[config.mk]
export PLATFORM = sky130hd
export DESIGN_NAME = port_receiver_flat
export DESIGN_NICKNAME = d
export VERILOG_FILES = /design/src/rtl/port_rx_pkg.sv /design/src/rtl/port_receiver_if.sv /design/src/rtl/port_rx_sat_cnt.sv /design/src/rtl/port_receiver.sv /design/src/flat_wrapper.sv
export SDC_FILE = /design/constraint.sdc
export NUM_CORES = 1
export LEC_CHECK = 0
export ABC_CLOCK_PERIOD_IN_PS = 4900
export BUFFER_PORTS_ARGS = -buffer_cell sky130_fd_sc_hd__buf_2
export CORE_MARGIN = 10
export CORE_UTILIZATION = 34
export DETAILED_ROUTE_END_ITERATION = 16
export MAX_ROUTING_LAYER = met4
export PLACE_DENSITY = 0.56
export SETUP_SLACK_MARGIN = 0.1
export SYNTH_ARGS = -nofsm -noshare
export SYNTH_HDL_FRONTEND = slang
export SYNTH_SLANG_ARGS = --single-unit
[constraint.sdc]
create_clock -name clk -period 4.9 [get_ports clk]
set_clock_uncertainty 0.2 [all_clocks]
set_input_delay 0.98 -clock clk [delete_from_list [all_inputs] [get_ports clk]]
set_output_delay 0.98 -clock clk [all_outputs]
set_load 0.02 [all_outputs]
[src/rtl/port_rx_pkg.sv]
// Shared types and constants for the switch output-port receiver.
package port_rx_pkg;

    // Position within the packet currently being reassembled.
    typedef enum logic [2:0] {
        S_DA,
        S_SA,
        S_LEN,
        S_DATA,
        S_FCS
    } rx_state_e;

    localparam logic [1:0] ERR_OK  = 2'b00;
    localparam logic [1:0] ERR_FCS = 2'b01;
    localparam logic [1:0] ERR_DA  = 2'b10;
    localparam logic [1:0] ERR_LEN = 2'b11;

    // DA, SA and LEN precede the payload.
    localparam int unsigned HDR_BYTES = 3;

    // Only the most severe error is reported: DA, then length, then FCS.
    function automatic logic [1:0] err_select(input logic da_err,
                                              input logic len_err,
                                              input logic fcs_err);
        if (da_err) begin
            return ERR_DA;
        end else if (len_err) begin
            return ERR_LEN;
        end else if (fcs_err) begin
            return ERR_FCS;
        end
        return ERR_OK;
    endfunction

endpackage

[src/rtl/port_receiver_if.sv]
// Port FIFO read side plus the forwarded byte stream of one receiver.
interface port_receiver_if;

    logic       ready_in;
    logic       read_out;
    logic [7:0] port_data;
    logic       out_valid;
    logic       out_ready;
    logic [7:0] out_data;
    logic       out_sop;
    logic       out_eop;

    // Receiver side.
    modport master (
        input  ready_in,
        input  port_data,
        input  out_ready,
        output read_out,
        output out_valid,
        output out_data,
        output out_sop,
        output out_eop
    );

    // Switch FIFO and downstream sink side.
    modport slave (
        output ready_in,
        output port_data,
        output out_ready,
        input  read_out,
        input  out_valid,
        input  out_data,
        input  out_sop,
        input  out_eop
    );

endinterface

[src/rtl/port_rx_sat_cnt.sv]
// Event counter that sticks at all-ones instead of wrapping.
module port_rx_sat_cnt #(
    parameter int unsigned CNT_W = 16
) (
    input  logic             clk,
    input  logic             reset,
    input  logic             inc,
    output logic [CNT_W-1:0] count
);

    logic [CNT_W-1:0] count_q;

    // Count up on inc until saturated.
    always_ff @(posedge clk) begin
        if (reset) begin
            count_q <= '0;
        end else if (inc && (count_q != '1)) begin
            count_q <= count_q + 1'b1;
        end
    end

    assign count = count_q;

endmodule

[src/rtl/port_receiver.sv]
// Drains one switch output FIFO, reassembles DA/SA/LEN/payload/FCS,
// checks the packet and forwards every byte on a valid/ready stream.
module port_receiver
    import port_rx_pkg::*;
#(
    parameter int unsigned MIN_LEN = 1,
    parameter int unsigned CNT_W   = 16
) (
    input  logic             clk,
    input  logic             reset,
    port_receiver_if.master  bus,
    input  logic [7:0]       exp_addr,
    output logic             pkt_done,
    output logic             pkt_err,
    output logic [1:0]       err_code,
    output logic [CNT_W-1:0] pkt_count,
    output logic [CNT_W-1:0] err_count
);

    rx_state_e  state_q;
    logic [7:0] rem_q;
    logic [7:0] acc_q;
    logic       pending_q;
    logic       out_valid_q;
    logic [7:0] out_data_q;
    logic       out_sop_q;
    logic       out_eop_q;
    logic       done_q;
    logic       err_q;
    logic [1:0] code_q;
    logic       da_err_q;
    logic       len_err_q;

    logic       read_d;
    logic       len_short;
    logic       fcs_bad;
    logic [1:0] code_d;

    // Issue a read only when nothing is in flight and the output register
    // is free (or being emptied this edge), so returning data always fits.
    always_comb begin
        read_d    = bus.ready_in & ~pending_q & (~out_valid_q | bus.out_ready) & ~reset;
        len_short = (32'(bus.port_data) < MIN_LEN);
        fcs_bad   = (bus.port_data != acc_q);
        code_d    = err_select(da_err_q, len_err_q, fcs_bad);
    end

    assign bus.read_out = read_d;

    // Packet FSM: one capture per returned read, with registered outputs.
    always_ff @(posedge clk) begin
        if (reset) begin
            state_q     <= S_DA;
            rem_q       <= '0;
            acc_q       <= '0;
            pending_q   <= 1'b0;
            out_valid_q <= 1'b0;
            out_data_q  <= '0;
            out_sop_q   <= 1'b0;
            out_eop_q   <= 1'b0;
            done_q      <= 1'b0;
            err_q       <= 1'b0;
            code_q      <= ERR_OK;
            da_err_q    <= 1'b0;
            len_err_q   <= 1'b0;
        end else begin
            pending_q <= read_d;
            done_q    <= 1'b0;
            err_q     <= 1'b0;
            if (pending_q) begin
                out_valid_q <= 1'b1;
                out_data_q  <= bus.port_data;
                out_sop_q   <= (state_q == S_DA);
                out_eop_q   <= (state_q == S_FCS);
                case (state_q)
                    S_DA: begin
                        acc_q     <= bus.port_data;
                        da_err_q  <= (bus.port_data != exp_addr);
                        len_err_q <= 1'b0;
                        state_q   <= S_SA;
                    end
                    S_SA: begin
                        acc_q   <= acc_q ^ bus.port_data;
                        state_q <= S_LEN;
                    end
                    S_LEN: begin
                        acc_q     <= acc_q ^ bus.port_data;
                        len_err_q <= len_short;
                        rem_q     <= bus.port_data;
                        state_q   <= (bus.port_data == 8'd0) ? S_FCS : S_DATA;
                    end
                    S_DATA: begin
                        acc_q <= acc_q ^ bus.port_data;
                        rem_q <= rem_q - 8'd1;
                        if (rem_q == 8'd1) begin
                            state_q <= S_FCS;
                        end
                    end
                    S_FCS: begin
                        done_q  <= 1'b1;
                        err_q   <= (code_d != ERR_OK);
                        code_q  <= code_d;
                        state_q <= S_DA;
                    end
                    default: state_q <= S_DA;
                endcase
            end else if (bus.out_ready) begin
                out_valid_q <= 1'b0;
            end
        end
    end

    assign bus.out_valid = out_valid_q;
    assign bus.out_data  = out_data_q;
    assign bus.out_sop   = out_sop_q;
    assign bus.out_eop   = out_eop_q;
    assign pkt_done      = done_q;
    assign pkt_err       = err_q;
    assign err_code      = code_q;

    port_rx_sat_cnt #(
        .CNT_W(CNT_W)
    ) u_pkt_cnt (
        .clk   (clk),
        .reset (reset),
        .inc   (done_q),
        .count (pkt_count)
    );

    port_rx_sat_cnt #(
        .CNT_W(CNT_W)
    ) u_err_cnt (
        .clk   (clk),
        .reset (reset),
        .inc   (done_q & err_q),
        .count (err_count)
    );

endmodule
[src/flat_wrapper.sv]
// flat-port wrapper written by rule: the top's interface ports become plain ports
module port_receiver_flat import port_rx_pkg::*;
#(
    parameter int unsigned MIN_LEN = 1,
    parameter int unsigned CNT_W   = 16
)
  (clk, reset, exp_addr, pkt_done, pkt_err, err_code, pkt_count, err_count, bus_ready_in, bus_port_data, bus_out_ready, bus_read_out, bus_out_valid, bus_out_data, bus_out_sop, bus_out_eop);
  port_receiver_if bus_i ();
  input  logic clk;
  input  logic reset;
  input  logic [7:0] exp_addr;
  output logic pkt_done;
  output logic pkt_err;
  output logic [1:0] err_code;
  output logic [CNT_W-1:0] pkt_count;
  output logic [CNT_W-1:0] err_count;
  input wire logic [$bits(bus_i.ready_in)-1:0] bus_ready_in;
  input wire logic [$bits(bus_i.port_data)-1:0] bus_port_data;
  input wire logic [$bits(bus_i.out_ready)-1:0] bus_out_ready;
  output wire logic [$bits(bus_i.read_out)-1:0] bus_read_out;
  output wire logic [$bits(bus_i.out_valid)-1:0] bus_out_valid;
  output wire logic [$bits(bus_i.out_data)-1:0] bus_out_data;
  output wire logic [$bits(bus_i.out_sop)-1:0] bus_out_sop;
  output wire logic [$bits(bus_i.out_eop)-1:0] bus_out_eop;
  assign bus_i.ready_in = bus_ready_in;
  assign bus_i.port_data = bus_port_data;
  assign bus_i.out_ready = bus_out_ready;
  assign bus_read_out = bus_i.read_out;
  assign bus_out_valid = bus_i.out_valid;
  assign bus_out_data = bus_i.out_data;
  assign bus_out_sop = bus_i.out_sop;
  assign bus_out_eop = bus_i.out_eop;
  port_receiver #(.MIN_LEN(MIN_LEN), .CNT_W(CNT_W)) u_core (.clk(clk), .reset(reset), .bus(bus_i), .exp_addr(exp_addr), .pkt_done(pkt_done), .pkt_err(pkt_err), .err_code(err_code), .pkt_count(pkt_count), .err_count(err_count));
endmodule
==> flow_summary_export.csv, run 1 <==
group,metric,value,unit
sta,timing.final.crit_period,2933,ps
global_route,antenna_found_initial,0,
floorplan,ios,68,
setup_path,rrSetupSlack,2550,ps
global_route,grtUsageTotal,13.02,%
floorplan,initial_core_util,35.25,%
drt,vias_per_cell,5.282,
global_route,grt_max_degree,65,
synthesis,synthTopCellsByArea,"dfxtp_1, xnor2_1, a21oi_1",
layout,drive_above_1_share,19.17,%
placement,port-buffer-count,67,
drt,route.detailed.drc,0,
sta,maxSlewHeadroom,19.62,%
drt,num_vias,3238,
synthesis,ys_warn_count,0,
setup_path,crit_required,3720,ps
layout,utilization,42.20,%
clock_tree,clk_path_buf_depth,2,
layout,area_delta_synth_final,19.72,%
layout,nNetsFinal,499,
synthesis,synthXorXnorAreaFrac,6.549,%
synthesis,synth_top_area_share,39.73,%
synthesis,synth.distinct_cells,55,
floorplan,dieArea,14670,um2
synthesis,async_reset_ff_share,0,%
clock_tree,postCtsResizedCells,0,
setup_path,arrival,1750,ps
synthesis,synth-compound-area-share,18.21,%
flow_run,drv_cap,0,
global_route,grt_pass1_vias,3126,
floorplan,fp.coreArea,9864,um2
hold_path,min_path_type,"reg -> reg",
clock_tree,cts_buffers,9,
floorplan,die_height,121.1,um
synthesis,synth.most_common_cell,"dfxtp_1",
clock_tree,htreeDepth,3,
power_and_ir_drop,powerDensity,310.9,nW/um2
clock_tree,cts_tree,"built",
drt,drtAntennaViolNets,0,
sta,period_share,59.86,%
power_and_ir_drop,power.leakage,1.558,nW
drt,routed_wl,9.029,mm
synthesis,synth-seq-cells,69,
clock_tree,cts_root_buffer,"clkbuf_8",
clock_tree,clkTransAtPathRegs,80,ps
sta,finalSetupViolations,0,
outcome,status,"finished, final reports clean",
drt,drt_iter0_markers,253,
drt,drt_pass1_iterations,4,
synthesis,yosys.area_share.simple,26.41,%
clock_tree,clk_latency,340,ps
synthesis,synth_top_family_by_area,"simple AND/OR/NAND/NOR gates",
synthesis,synthAdderAreaFrac,1.439,%
setup_path,crit_type,"reg -> out",
sta,maxSlewViolCount,0,
sta,timing.fmax,340.9,MHz
floorplan,die_x,121.1,um
clock_tree,postCtsHoldBufs,0,
synthesis,synth_area_per_cell,8.259,um2
synthesis,synthesis.area,3477,um2
synthesis,ys_seq_area_share,39.73,%
floorplan,rows,36,
placement,routabilityCongestion,0.8326,
synthesis,synth_edf_count,0,
placement,dp_hpwl,6.417,mm
global_route,grt_pass1_wl,15.45,mm
setup_path,path_max_fanout,17,
drt,wl_per_cell,14.73,um
synthesis,netlist_instances,421,
power_and_ir_drop,vdd.ir_drop.worst,0.1724,mV
clock_tree,clock-sinks,69,
synthesis,syn-num-nets,445,
sta,rsz0062_at_grt,"no",
synthesis,yosysTopAreaCell,"dfxtp_1",
synthesis,synthTopCellsByCount,"dfxtp_1, nor2_1, nand2_1, a21oi_1, clkbuf_1",
sta,hold_violations,0,
synthesis,ys.flop_type,"dfxtp_1",
synthesis,synth_mux_area_share,3.526,%
layout,n_antenna_cell,0,
clock_tree,postCtsSetupBuffers,0,
sta,tightest_slew,1195,ps
global_route,overflow,0,
sta,tns,0,ps
setup_path,start_kind,"flip-flop",
setup_path,cp-end-kind,"primary output",
[placed cells by master (no fill, tap or decap), types with 2 or more instances in the layout]
cell and n:
xor2_1 7, or4_1 11, nand2_1 39, ha_1 4
a21oi_1 32, xnor2_1 19, o211ai_1 3, nand3b_1 2
o21a_1 2, a211oi_1 5, a31o_2 2, and3b_1 2
o31ai_1 12, nand2b_1 4, nand4_1 13, a31oi_1 2
nor3_1 10, mux2i_1 10, o41ai_1 3, inv_1 13
nand3_1 15, nand4b_1 2, o21ai_0 17, dfxtp_1 69
bufinv_16 4, nor4_1 10, clkbuf_8 10, a21o_1 2
o22ai_1 2, a221oi_1 2, nor2b_1 5, and3_1 3
nor2_1 41, a21boi_0 2, or3_1 8, buf_2 67
mux2_2 2, and4_1 4
[registers in the layout, indices dropped and copies added (netlist names)]
register	count
u_core.err_code	2
u_core.state_q	3
u_core.bus.out_data	8
u_core.pkt_done	1
u_core.acc_q	8
u_core.bus.out_sop	1
u_core.bus.out_valid	1
u_core.rem_q	8
u_core.u_err_cnt.count	16
u_core.u_pkt_cnt.count	16
u_core.len_err_q	1
u_core.pkt_err	1
u_core.pending_q	1
u_core.bus.out_eop	1
u_core.da_err_q	1
[logic make-up after synthesis]
family / Yosys count
AO/OA/AOI/OAI: 97
XOR/XNOR: 26
adder cells (fa/ha/maj): 4
buffers and inverters: 38
flip-flops: 69
multiplexers: 12
AND/OR/NAND/NOR: 175
[worst max-delay path, stage by stage (launching register included)]
cell and delay (ps):
dfxtp_1 810, nor2_1 220, and3_1 230, buf_2 150
[area by class of cell]
type	instances	area, um2
Sequential cell	69	1381
Timing Repair Buffer	68	342.8
Clock inverter	6	133.9
Clock buffer	10	137.6
Inverter	13	48.80
Tap cell	133	166.4
Multi-Input combinational cell	314	1952
Fill cell	1014	5702
[stage by stage]
step | setup slack (ps) | std cells | instance area, um2 | hold slack [ps] | total power [mW]
after global routing | 1824 | 613 | 4163 | 298.9 | 1.356
after global placement | 2083 | 597 | 3891 | 259.5 | 0.6853
final | 1967 | 613 | 4163 | 263.1 | 1.294
after floorplan | 2140 | 421 | 3477 | 250.1 | 0.6587
after detailed placement | 2067 | 597 | 3891 | 257.2 | 0.6863
after CTS | 1960 | 613 | 4163 | 268.4 | 1.312
[worst paths after layout]
kind	startpoint	endpoint	cells past startpoint
worst min-delay path	u_core.bus.out_sop	u_core.bus.out_sop	2
worst min register to register	u_core.bus.out_sop	u_core.bus.out_sop	2
worst max register to register	u_core.u_pkt_cnt.count[0]	u_core.u_pkt_cnt.count[3]	5
worst max-delay path	u_core.pending_q	bus_read_out	3
[where the power goes]
| part | internal (mW) | switching (mW) |
|---|---|---|
| logic | 0.0366 | 0.0553 |
| registers | 0.571 | 0.0104 |
| clock network | 0.404 | 0.218 |
[layer usage]
layer  up-vias  global-route usage, %  wire length (um)
met4         0                  4.600               123
met1      1486                  16.69              4591
met2        84                  19.08              3829
met3        10                  3.723               485
met5         -                      -                 0
li1       1658                      -                 -
Note: power is estimated with default switching activity, not from simulation.
==> run 2, diff against run 1 <==
--- a/config.mk
+++ b/config.mk
@@ -5,13 +5,14 @@
 export SDC_FILE = /design/constraint.sdc
 export NUM_CORES = 1
 export LEC_CHECK = 0
-export ABC_CLOCK_PERIOD_IN_PS = 4900
+export ABC_AREA = 1
+export ABC_CLOCK_PERIOD_IN_PS = 2500
 export BUFFER_PORTS_ARGS = -buffer_cell sky130_fd_sc_hd__buf_2
 export CORE_MARGIN = 10
 export CORE_UTILIZATION = 34
 export DETAILED_ROUTE_END_ITERATION = 16
 export MAX_ROUTING_LAYER = met4
-export PLACE_DENSITY = 0.56
+export PLACE_DENSITY = 0.57
 export SETUP_SLACK_MARGIN = 0.1
 export SYNTH_ARGS = -nofsm -noshare
 export SYNTH_HDL_FRONTEND = slang
==> constraint.sdc (replaced) <==
create_clock -name clk -period 2.5 [get_ports clk]
set_clock_uncertainty 0.2 [all_clocks]
set_input_delay 0.5 -clock clk [delete_from_list [all_inputs] [get_ports clk]]
set_output_delay 0.5 -clock clk [all_outputs]
set_load 0.02 [all_outputs]
==> run 2 against run 1 <==
Against the previous run: clock-buffer cell count grew 2; sequential share of layout area shrank 1.1 points; synthesized cell count grew 26%; largest cell class unchanged; core utilization shrank 0.73 points; non-clock buffer count grew 3; via count grew 9.5%; worst hold slack lost 65 ps; first-iteration DRC count shrank 6.3%; critical path type is now reg -> reg.
==> flow_summary_export.csv, run 2 <==
group,metric,value,unit
clock_tree,cts_tree,"built",
drt,drtAntennaViolNets,0,
layout,drive_above_1_share,16.09,%
floorplan,fp.coreArea,10370,um2
clock_tree,postCtsHoldBufs,0,
sta,hold_ws,197.8,ps
synthesis,async_reset_ff_share,0,%
floorplan,rows,37,
synthesis,synth_top_family_by_area,"simple AND/OR/NAND/NOR gates",
drt,routed_wl,9.790,mm
synthesis,yosysTopAreaCell,"dfxtp_1",
power_and_ir_drop,power.leakage,1.845,nW
placement,placed_cell_area,4075,um2
setup_path,start_kind,"flip-flop",
synthesis,yosys.area_share.simple,32.64,%
clock_tree,clk_latency,360,ps
clock_tree,postCtsResizedCells,0,
layout,area_delta_synth_final,18.84,%
global_route,overflow,0,
power_and_ir_drop,vdd.ir_drop.worst,0.2168,mV
global_route,grtUsageTotal,13.83,%
placement,dp_hpwl,7.263,mm
drt,drt_iter0_markers,237,
outcome,status,"finished, final reports clean",
global_route,grt_pass1_wl,16.56,mm
clock_tree,htreeDepth,3,
synthesis,synth_top_area_share,38.17,%
drt,met3_length,461,um
setup_path,arrival,2110,ps
sta,maxSlewViolCount,0,
flow_run,drv_cap,0,
hold_path,min_path_type,"in -> reg",
layout,n_antenna_cell,0,
synthesis,synth_area_per_cell,6.827,um2
sta,maxSlewHeadroom,61.05,%
synthesis,synthAdderAreaFrac,1.383,%
layout,mostFrequentLayoutCells,"nand2_1, dfxtp_1, nor2_1",
placement,dp.cells,723,
setup_path,crit_required,2520,ps
synthesis,synth_edf_count,0,
setup_path,cp-end-kind,"flip-flop",
clock_tree,cts_buffers,9,
synthesis,ys.flop_type,"dfxtp_1",
clock_tree,postCtsSetupBuffers,0,
drt,met2_length,4.539,mm
synthesis,synth.most_common_cell,"nand2_1",
layout,nNetsFinal,622,
sta,tns,0,ps
floorplan,die_height,123.2,um
floorplan,initial_core_util,34.89,%
synthesis,synthXorXnorAreaFrac,6.535,%
floorplan,dieArea,15170,um2
synthesis,synth.distinct_cells,31,
drt,drt_pass1_iterations,4,
placement,port-buffer-count,67,
sta,finalSetupViolations,0,
clock_tree,clkTransAtPathRegs,70,ps
clock_tree,cts_root_buffer,"clkbuf_8",
synthesis,synthesis.area,3618,um2
sta,period_share,83.64,%
synthesis,ys_seq_area_share,38.17,%
clock_tree,clock-sinks,69,
synthesis,synth-seq-cells,69,
synthesis,synth_mux_area_share,0,%
drt,drt-met1-wl,4.567,mm
sta,timing.fmax,478.2,MHz
drt,maxUsedRoutingLayer,"met4",
power_and_ir_drop,powerDensity,554.5,nW/um2
layout,final_common_cell,"nand2_1",
placement,routabilityCongestion,0.8364,
global_route,grt_pass1_vias,3489,
floorplan,ios,68,
setup_path,crit_type,"reg -> reg",
synthesis,synth-compound-area-share,13.69,%
synthesis,synthTopCellsByCount,"nand2_1, dfxtp_1, nor2_1, a21oi_1, inv_1",
synthesis,synthTopCellsByArea,"dfxtp_1, nand2_1, a21oi_1",
drt,vias_per_cell,4.797,
layout,fill_cells,1127,
synthesis,syn-num-nets,554,
drt,num_vias,3545,
layout,fin_area,4300,um2
setup_path,path_max_fanout,19,
sta,rsz0062_at_grt,"no",
sta,hold_violations,0,
synthesis,netlist_instances,530,
drt,wl_per_cell,13.25,um
sta,timing.final.crit_period,2091,ps
floorplan,die_x,123.2,um
drt,route.detailed.drc,0,
sta,tightest_slew,583.5,ps
clock_tree,clk_path_buf_depth,2,
global_route,grt_max_degree,40,
global_route,antenna_found_initial,0,
synthesis,ys_warn_count,0,
layout,stdcell_count,739,
[run 2: cell count changes in the layout (fill, tap and decap cells not counted), moves of 11 or more]
cell     previous run  this run
nand2_1            39       149
inv_1              13        46
nor2_1             41        68
a21oi_1            32        52
o31ai_1            12         0
or4_1              11         0
[run 2: kinds of logic after synthesis]
logic type,count (synthesis)
compound gates,90
xor+xnor,27
fa+ha+maj,4
buf+inv,64
flops,69
simple gates,276
[run 2: worst max-delay path, cell delays in order, from the launching register on]
cell      delay (ps)
dfxtp_1          370
ha_1             240
nand3_1          140
inv_1             70
nand3_1           80
nand2_1           70
nand2_2          260
clkinv_1         310
nand2_1          140
a21oi_1           70
[run 2: metal layers]
layer | up-vias | GRT usage (%)
met3 | 20 | 2.780
met4 | 0 | 6.405
met5 | - | -
met1 | 1587 | 16.33
li1 | 1867 | -
met2 | 71 | 22.20
[run 2: per-stage QoR]
step	total power [mW]	util, %	setup WS, ps
6_report	2.385	41.47	409.0
5_1_grt	2.483	41.47	165.9
4_1_cts	2.415	41.47	426.9
3_5_place_dp	1.363	39.30	443.7
3_3_place_gp	1.360	39.30	467.9
2_1_floorplan	1.291	-	621.7
[run 2: layout make-up]
type,count,area (um2),area share (%)
Timing Repair Buffer,71,365.4,8.496
Multi-Input combinational cell,397,1963,45.65
Clock inverter,4,70.07,1.629
Clock buffer,12,155.1,3.608
Tap cell,136,170.2,3.957
Sequential cell,69,1381,32.12
Inverter,50,195.2,4.539
[run 2: worst paths after layout]
path / start / endpoint / slack [ps] / depth (start not counted)
worst max-delay path: u_core.u_err_cnt.count[0] / u_core.u_err_cnt.count[3] / 410 / 9
worst max register to register: u_core.u_err_cnt.count[0] / u_core.u_err_cnt.count[3] / 410 / 9
worst min-delay path: bus_ready_in / u_core.pending_q / 200 / 3
worst min register to register: u_core.bus.out_eop / u_core.bus.out_eop / 260 / 2
[run 2: where the power goes]
part,switching [mW],leakage (nW),internal [mW]
logic,0.131,1.17,0.0680
clock network,0.434,0.116,0.614
registers,0.0167,0.559,1.12
total,0.581,1.84,1.80
==> run 3, diff against run 2 <==
--- a/config.mk
+++ b/config.mk
@@ -6,7 +6,7 @@
 export NUM_CORES = 1
 export LEC_CHECK = 0
 export ABC_AREA = 1
-export ABC_CLOCK_PERIOD_IN_PS = 2500
+export ABC_CLOCK_PERIOD_IN_PS = 1800
 export BUFFER_PORTS_ARGS = -buffer_cell sky130_fd_sc_hd__buf_2
 export CORE_MARGIN = 10
 export CORE_UTILIZATION = 34
==> constraint.sdc (replaced) <==
create_clock -name clk -period 1.8 [get_ports clk]
set_clock_uncertainty 0.2 [all_clocks]
set_input_delay 0.36 -clock clk [delete_from_list [all_inputs] [get_ports clk]]
set_output_delay 0.36 -clock clk [all_outputs]
set_load 0.02 [all_outputs]
==> run 3 against run 2 <==
Against the previous run: register-to-register slack lost 280 ps; core utilization grew 5.7 points; first-iteration DRC count shrank 4.2%; largest power group is now the clock network; non-clock buffer count grew 40; worst setup slack lost 280 ps; die area is the same.
==> flow_summary_export.csv, run 3 (synthesis results as in run 2) <==
group,metric,value,unit
outcome,status,"finished, final reports clean",
sta,maxSlewHeadroom,76.00,%
global_route,antenna_found_initial,0,
drt,vias_per_cell,4.877,
floorplan,initial_core_util,34.89,%
global_route,grt_pass1_wl,16.88,mm
sta,tns,0,ps
placement,dp.cells,749,
layout,seqCellArea,1411,um2
layout,mostFrequentLayoutCells,"nand2_1, buf_2, nor2_1",
clock_tree,cts_tree,"built",
clock_tree,clk_latency,350,ps
drt,drtAntennaViolNets,0,
layout,n_antenna_cell,0,
sta,timing.fmax,597.8,MHz
drt,wl_per_cell,13.64,um
floorplan,dieArea,15170,um2
flow_run,drv_cap,0,
clock_tree,cts_root_buffer,"clkbuf_8",
power_and_ir_drop,total_power,3.517,mW
power_and_ir_drop,power.leakage,2.144,nW
placement,place_ws,40.02,ps
setup_path,path_max_fanout,8,
sta,hold_ws,127.3,ps
global_route,grt_max_degree,24,
layout,final_common_cell,"nand2_1",
drt,drt_iter0_markers,227,
layout,fill_cells,1053,
floorplan,ios,68,
sta,rsz0062_at_grt,"yes",
floorplan,die_x,123.2,um
clock_tree,clk_path_buf_depth,2,
setup_path,arrival,1760,ps
setup_path,crit_type,"reg -> reg",
drt,drt_pass1_iterations,4,
sta,hold_violations,0,
clock_tree,cts_buffers,9,
global_route,grtUsageTotal,14.06,%
floorplan,fp.coreArea,10370,um2
power_and_ir_drop,powerDensity,718.5,nW/um2
setup_path,cp-end-kind,"flip-flop",
clock_tree,htreeDepth,3,
placement,routabilityCongestion,0.8291,
sta,fin_ws,127.2,ps
layout,drive_above_1_share,28.93,%
setup_path,crit_required,1890,ps
sta,finalSetupViolations,0,
sta,period_share,92.93,%
drt,routed_wl,10.62,mm
setup_path,reg2reg_to,"u_core.u_pkt_cnt.count[9]",
hold_path,holdPathEnd,"u_core.pending_q",
clock_tree,clock-sinks,69,
sta,tightest_slew,359.2,ps
power_and_ir_drop,vdd.ir_drop.worst,0.4322,mV
drt,num_vias,3799,
placement,port-buffer-count,67,
setup_path,start_kind,"flip-flop",
sta,timing.final.crit_period,1673,ps
layout,stdcell_count,779,
clock_tree,clkTransAtPathRegs,80,ps
setup_path,rrSetupSlack,130,ps
layout,nNetsFinal,662,
sta,maxSlewViolCount,0,
drt,route.detailed.drc,0,
setup_path,r2r_start,"u_core.u_pkt_cnt.count[1]",
hold_path,hold_depth,4,
layout,multiInputGateArea,2132,um2
floorplan,rows,37,
hold_path,min_from,"bus_ready_in",
placement,dp_hpwl,7.631,mm
setup_path,r2r_cells,9,
global_route,grt_pass1_vias,3606,
floorplan,die_height,123.2,um
global_route,overflow,0,
layout,area_delta_synth_final,35.27,%
hold_path,min_path_type,"in -> reg",
[run 3: cell count changes in the layout (fill, tap and decap cells not counted), sizes merged]
cell | before | now
clkinvlp | 0 | 1
clkbuf | 12 | 13
clkinv | 3 | 2
bufinv | 2 | 3
buf | 71 | 109
[run 3: per-layer routing]
layer / vias up / part of all wire, % / GRT usage (%)
met5: - / 0 / -
met4: 0 / 1.1 / 4.731
met3: 10 / 4.6 / 2.826
met2: 87 / 49 / 23.60
met1: 1759 / 45 / 16.44
li1: 1943 / - / -
[run 3: through the flow]
stage / instance area (um2) / utilization (%)
after CTS: 4593 / 44.29
final: 4895 / 47.20
after global placement: 4298 / 41.45
after detailed placement: 4298 / 41.45
after floorplan: 3640 / -
after global routing: 4895 / 47.20
[run 3: worst max-delay path by stage]
stage	slack, ps	startpoint	cells after the start	end
after floorplan	100	u_core.u_pkt_cnt.count[1]	9	u_core.u_pkt_cnt.count[11]
after global placement	100	u_core.u_err_cnt.count[0]	9	u_core.u_err_cnt.count[1]
after detailed placement	40	u_core.u_err_cnt.count[0]	9	u_core.u_err_cnt.count[1]
after CTS	80	u_core.pending_q	4	bus_read_out
after global routing	50	u_core.u_pkt_cnt.count[1]	9	u_core.u_pkt_cnt.count[11]
final	130	u_core.u_pkt_cnt.count[1]	9	u_core.u_pkt_cnt.count[9]
[run 3: cell type report]
class                           instances  share of cell area [%]
Timing Repair Buffer                  111                   14.85
Sequential cell                        69                   28.83
Inverter                               50                   4.013
Clock buffer                           11                   3.093
Tap cell                              136                   3.476
Multi-Input combinational cell        397                   43.56
Clock inverter                          5                   2.173
[run 3: critical path, stage by stage (launching register included)]
cell and delay [ps]:
dfxtp_4 370, ha_4 170, nand3_4 90, inv_2 50, nand2_4 80, nor2_4 40, nor2_4 220, clkbuf_16 210
nand2_2 60, a21oi_2 130
[run 3: power by group]
part | internal [mW] | switching [mW] | total (mW)
clock | 0.999 | 0.634 | 1.63
combinational | 0.117 | 0.191 | 0.308
sequential | 1.55 | 0.0224 | 1.58
total | 2.67 | 0.848 | 3.52
[run 3: timing repair]
item	in CTS	in global routing
setup buffers	3	8
hold buffers	0	0
gates cloned	0	3
pin swaps	1	13
resized for setup	5	57
endpoints found under the setup margin	25	38
endpoints found under the hold margin	0	0
